## config.mk

```make
export PLATFORM = sky130hd
export DESIGN_NAME = sprite_palette_arbiter
export DESIGN_NICKNAME = d
export VERILOG_FILES = /design/src/rtl/sprite_pkg.sv /design/src/rtl/rr_arbiter.sv /design/src/rtl/sprite_palette_arbiter.sv
export SDC_FILE = /design/constraint.sdc
export NUM_CORES = 1
export LEC_CHECK = 0
export ABC_AREA = 1
export CORE_UTILIZATION = 50
export DETAILED_ROUTE_END_ITERATION = 7
export PLACE_DENSITY = 0.66
export SLEW_MARGIN = 20
export SYNTH_ARGS = -nofsm -noshare
export SYNTH_HDL_FRONTEND = slang
export SYNTH_SLANG_ARGS = --single-unit
```

## constraint.sdc

```tcl
create_clock -name Clk -period 4.2 [get_ports Clk]
set_input_delay 0.84 -clock Clk [delete_from_list [all_inputs] [get_ports Clk]]
set_output_delay 0.84 -clock Clk [all_outputs]
set_load 0.02 [all_outputs]
```

## src/rtl/sprite_pkg.sv

```systemverilog
// Shared types and constants for the sprite palette lookup path.
// Provides rgb12_t, the power-on palette and the requester limit.
package sprite_pkg;

  localparam int MAX_REQ = 8;

  typedef struct packed {
    logic [3:0] r;
    logic [3:0] g;
    logic [3:0] b;
  } rgb12_t;

  localparam rgb12_t DEFAULT_PALETTE [16] = '{
    12'h660, 12'h99F, 12'hE92, 12'hB32,
    12'h99F, 12'h99F, 12'h99F, 12'h660,
    12'hE92, 12'h660, 12'h99F, 12'hE92,
    12'hE92, 12'hE92, 12'h660, 12'hE92
  };

endpackage

```

## src/rtl/rr_arbiter.sv

```systemverilog
// Round-robin arbiter: zero-or-one-hot grant, search starts at rr_ptr.
// Ports: Clk, Reset_n (sync low), en, req -> gnt, gnt_id, gnt_valid.
module rr_arbiter #(
  parameter int N = 4,
  localparam int IDW = (N > 1) ? $clog2(N) : 1
) (
  input  logic           Clk,
  input  logic           Reset_n,
  input  logic           en,
  input  logic [N-1:0]   req,
  output logic [N-1:0]   gnt,
  output logic [IDW-1:0] gnt_id,
  output logic           gnt_valid
);

  logic [IDW-1:0] rr_ptr;

  always_comb begin
    int k;
    k = 0;
    gnt = '0;
    gnt_id = '0;
    gnt_valid = 1'b0;
    // no grants while held in reset
    if (en && Reset_n) begin
      for (int off = 0; off < N; off++) begin
        k = int'(rr_ptr) + off;
        if (k >= N) k = k - N;
        if (!gnt_valid && req[k]) begin
          gnt_valid = 1'b1;
          gnt_id = IDW'(k);
          gnt[k] = 1'b1;
        end
      end
    end
  end

  always_ff @(posedge Clk) begin
    if (!Reset_n) begin
      rr_ptr <= '0;
    end else if (gnt_valid) begin
      rr_ptr <= (int'(gnt_id) == N - 1) ? '0 : gnt_id + 1'b1;
    end
  end

endmodule

```

## src/rtl/sprite_palette_arbiter.sv

```systemverilog
// Shared banked sprite palette lookup with round-robin requesters.
// Ports: req/req_index/req_bank -> gnt; out_valid/out_id/red/green/blue
// one cycle later; cfg_* palette write port (blocks grants that cycle).
// Option SPRITE_TRANSPARENCY_EN adds out_transparent (index 0 key).
module sprite_palette_arbiter
  import sprite_pkg::*;
#(
  parameter int NUM_REQ   = 4,
  parameter int NUM_BANKS = 4,
  localparam int IDW = (NUM_REQ > 1) ? $clog2(NUM_REQ) : 1,
  localparam int BW  = (NUM_BANKS > 1) ? $clog2(NUM_BANKS) : 1
) (
  input  logic                  Clk,
  input  logic                  Reset_n,
  input  logic [NUM_REQ-1:0]    req,
  input  logic [NUM_REQ*4-1:0]  req_index,
  input  logic [NUM_REQ*BW-1:0] req_bank,
  output logic [NUM_REQ-1:0]    gnt,
  output logic                  out_valid,
  output logic [IDW-1:0]        out_id,
  output logic [3:0]            red,
  output logic [3:0]            green,
  output logic [3:0]            blue,
`ifdef SPRITE_TRANSPARENCY_EN
  output logic                  out_transparent,
`endif
  input  logic                  cfg_we,
  input  logic [BW-1:0]         cfg_bank,
  input  logic [3:0]            cfg_addr,
  input  logic [11:0]           cfg_data
);

  logic [IDW-1:0] gnt_id;
  logic           gnt_valid;
  logic [3:0]     sel_idx;
  logic [BW-1:0]  sel_bank;
  rgb12_t         rd;
  rgb12_t         col;
  rgb12_t         pal [NUM_BANKS][16];

  rr_arbiter #(.N(NUM_REQ)) u_arb (
    .Clk       (Clk),
    .Reset_n   (Reset_n),
    .en        (!cfg_we),
    .req       (req),
    .gnt       (gnt),
    .gnt_id    (gnt_id),
    .gnt_valid (gnt_valid)
  );

  assign sel_idx  = req_index[int'(gnt_id)*4 +: 4];
  assign sel_bank = req_bank[int'(gnt_id)*BW +: BW];

  // banks past NUM_BANKS read as black
  always_comb begin
    rd = '0;
    if (int'(sel_bank) < NUM_BANKS) rd = pal[sel_bank][sel_idx];
  end

  always_ff @(posedge Clk) begin
    if (!Reset_n) begin
      for (int b = 0; b < NUM_BANKS; b++)
        for (int e = 0; e < 16; e++)
          pal[b][e] <= DEFAULT_PALETTE[e];
    end else if (cfg_we && int'(cfg_bank) < NUM_BANKS) begin
      pal[cfg_bank][cfg_addr] <= rgb12_t'(cfg_data);
    end
  end

  always_ff @(posedge Clk) begin
    if (!Reset_n) begin
      out_valid <= 1'b0;
      out_id <= '0;
      col <= '0;
    end else begin
      out_valid <= gnt_valid;
      if (gnt_valid) begin
        out_id <= gnt_id;
        col <= rd;
      end
    end
  end

`ifdef SPRITE_TRANSPARENCY_EN
  always_ff @(posedge Clk) begin
    if (!Reset_n) out_transparent <= 1'b0;
    else if (gnt_valid) out_transparent <= (sel_idx == 4'h0);
  end
`endif

  assign red   = col.r;
  assign green = col.g;
  assign blue  = col.b;

endmodule

```

==> impl_metrics.py <==
metrics = {
    "run_status": {
        "status": "finished, final reports clean",
    },
    "place": {
        "placed_cell_area_um2": 41300,
        "port-buffer-count": 67,
        "hpwl_mm": 74.4,
        "place_congestion": 0.930,
    },
    "worst_setup_path": {
        "crit_start": "u_arb.rr_ptr[1]",
        "cp_data_arrival_time_ns": 3.12,
        "slowest_delay_ns": 0.59,
        "reg2reg_to": "blue[3]",
        "worst-setup-path-type": "reg2out",
        "endpoint_kind": "primary output",
        "r2r_start": "u_arb.rr_ptr[1]",
        "critPathCapture": "gnt[3]",
        "cp.required_ns": 3.36,
        "path_cells": "inv_2, ha_1, inv_1, nand2_2, nand2_2, nor2_4, nand3b_1, buf_4, o21ai_0, nand2_1, inv_1, clkdlybuf4s50_1",
        "cp_max_fo": 7,
        "cp.buffers_inverters": 5,
        "r2r_slack_ns": 0.32,
        "start_kind": "register",
        "reg2regPathDepth": 23,
        "critical-path-top-delay-family": "buffers and inverters",
        "cp.depth": 12,
        "cp_slowest_cell": "clkdlybuf4s50_1",
    },
    "clock_tree": {
        "cts.hold.buffers_added": 0,
        "clk-insertion-delay-late_ns": 0.65,
        "numCtsBuffers": 84,
        "cts_num_sinks": 785,
        "clk_pin_slew_ns": 0.06,
        "post_cts_resize_count": 0,
        "htree_levels": 3,
        "cts_root_buf": "clkbuf_16",
        "clk_path_buf_depth": 3,
        "cts_tree": "yes",
        "postCtsSetupBuffers": 0,
    },
    "pwr": {
        "p_switching_w": 0.00826,
        "p_per_area_nw_per_um2": 539,
        "seqPwrFrac_pct": 38.9,
        "comb_power_share_pct": 29.9,
        "clock_power_share_pct": 31.2,
        "power.internal_w": 0.0155,
        "total_power_w": 0.0238,
        "ir_worst_vdd_mv": 0.330,
        "cellLeakagePower_nw": 18.9,
        "switching_share_pct": 34.8,
    },
    "finish": {
        "final_util_pct": 57.7,
        "syn2layout_area_growth_pct": 13.6,
        "finalInstanceArea_um2": 44000,
        "drive_gt1_share_pct": 7.31,
        "nNetsFinal": 4556,
        "num-fill-cells": 6793,
    },
    "global_route": {
        "grt_pass1_wl_mm": 172,
        "grt_antenna_before_repair": 0,
        "track_usage_pct": 29.2,
        "grt_pass1_vias": 28500,
        "gr-total-overflow": 0,
        "grt_max_degree": 73,
    },
    "synthesis": {
        "netlist_instances": 4434,
        "ys_types": 35,
        "syn_nets": 4487,
        "yosys_warnings": 0,
        "synth_top_area_share_pct": 59.5,
        "yosys_register_bits": 785,
        "netlist_area_um2": 38700,
        "avgSynthCellArea_um2": 8.74,
        "ys_seq_area_share_pct": 60.4,
        "yosys.area.top_type": "edfxtp_1",
        "synth_area_leaders": "edfxtp_1 (60%), nand2_1 (13%), nand3_1 (9.3%)",
    },
    "timing": {
        "fmax_ghz": 0.253,
        "slew_viol_final": 0,
        "rsz0062_at_grt": "no",
        "hold_ws_ns": 0.469,
        "worstMarginPinSlew_ns": 0.927,
        "relSlewSlack_pct": 38.2,
        "period_needed_ns": 3.96,
        "finalSetupViolations": 0,
        "finClkSkew_ns": 0.0286,
        "fin_crit_sh_pct": 94.3,
        "finalHoldViolCount": 0,
    },
    "floorplanning": {
        "die_w_um": 280,
        "die_h_um": 280,
        "coreArea_um2": 76300,
        "pin_count": 68,
        "fp-row-count": 101,
        "die-area_um2": 78600,
        "start_util_pct": 50.8,
    },
    "worst_hold_path": {
        "hold_class": "reg2reg",
        "holdPathStages": 2,
    },
    "drt": {
        "wl_met3_mm": 10.0,
        "wl_mm": 114,
        "drc": 0,
        "dr.max_layer_used": "met4",
        "detail-route-antenna-nets": 0,
        "vias": 30300,
        "first_pass_iters": 8,
        "met2_length_mm": 53.0,
        "drtIter0Drc": 3410,
        "drt-vias-per-instance": 5.42,
        "wl_met1_mm": 45.9,
        "wire_per_inst_um": 20.4,
    },
    "job": {
        "drv_cap": 0,
    },
}
[state kept, by name, indices dropped and copies added, names as in the netlist]
signal and flops:
pal 768, blue 4, out_valid 1, green 4, u_arb.rr_ptr 2, red 4
out_id 2
[through the flow]
stage | setup TNS (ns) | cells | worst slack [ns]
2_1_floorplan | 0 | 4434 | 1.19
3_3_place_gp | -0.564 | 5447 | -0.137
3_5_place_dp | -0.611 | 5447 | -0.151
4_1_cts | 0 | 5600 | 0.101
5_1_grt | 0 | 5600 | 0.0361
6_report | 0 | 5601 | 0.240
[metal layers]
metal	GRT usage [%]	vias to the layer above
met5	0	-
met4	13.3	0
met3	4.19	270
met2	46.9	1470
met1	39.4	14400
li1	-	14200
[layout make-up]
type	instances	area, um2	share of cell area, %
antenna	1	2.50	0.00568
clock buffer	111	2220	5.05
clock inverter	42	474	1.08
inverter	711	2690	6.10
multi-input combinational	2677	11500	26.0
sequential	785	23400	53.2
tap	1030	1290	2.93
timing repair buffer	244	2490	5.65
[how the worst min path moves through the flow]
stage / from / endpoint / slack, ns
finish: out_id[1] / out_id[1] / 0.47
global route: out_id[0] / out_id[0] / 0.50
CTS: out_id[1] / out_id[1] / 0.46
detailed placement: out_id[1] / out_id[1] / 0.46
global placement: out_id[1] / out_id[1] / 0.45
floorplan: out_id[1] / out_id[1] / 0.54
[worst reg2reg max path: cells and delay by family (launching register included)]
kind | cells | cell delay [ns]
and+or+nand+nor | 17 | 2.03
DFF | 1 | 0.41
buffers and inverters | 5 | 0.93
adders and majority gates | 1 | 0.41
[synth_stat cells, drive strengths merged]
cell type,instances
inv,695
nand4,1
nand3b,62
clkinv,16
dfxtp,17
o211ai,2
a31oi,1
o21ai,12
a32oi,2
nor2,463
buf,154
o22ai,4
a21oi,9
nand2,1383
or2,2
nor3,4
and2,1
ha,4
edfxtp,768
clkbuf,107
nand3,727
[power by group through the flow]
| stage | registers (W) | logic [W] | clock network [W] |
|---|---|---|---|
| floorplan | 0.00936 | 0.00434 | 0 |
| global placement | 0.00939 | 0.00695 | 0 |
| detailed placement | 0.00940 | 0.00696 | 0 |
| CTS | 0.00924 | 0.00699 | 0.00742 |
| global route | 0.00928 | 0.00763 | 0.00771 |
| finish | 0.00925 | 0.00710 | 0.00740 |
[cell families after synthesis]
kind of cell / synth area share (%)
compound gates: 0.455
fa+ha+maj: 0.129
buf+inv: 10.2
flops: 60.4
simple gates: 28.9
[cells in the final DEF, fill, tap and decap left out, types with 2 or more instances in the layout]
cell	instances
o21ai_1	5
edfxtp_1	768
inv_16	2
o22ai_1	4
clkinv_2	17
clkbuf_16	85
inv_1	675
nand2_8	3
nand3_4	2
ha_1	4
clkinv_1	34
nand2_2	9
clkbuf_1	26
nand3b_1	62
nor2_1	461
nor3_1	4
o211ai_1	2
o21ai_0	7
bufinv_16	8
clkdlybuf4s50_1	66
nand2_1	1367
inv_2	9
buf_12	39
nand2_4	4
inv_6	3
a21oi_1	9
buf_4	138
nand3_1	722
dfxtp_1	16
nand3_2	3
No activity file was read; power rests on OpenSTA's default activity.
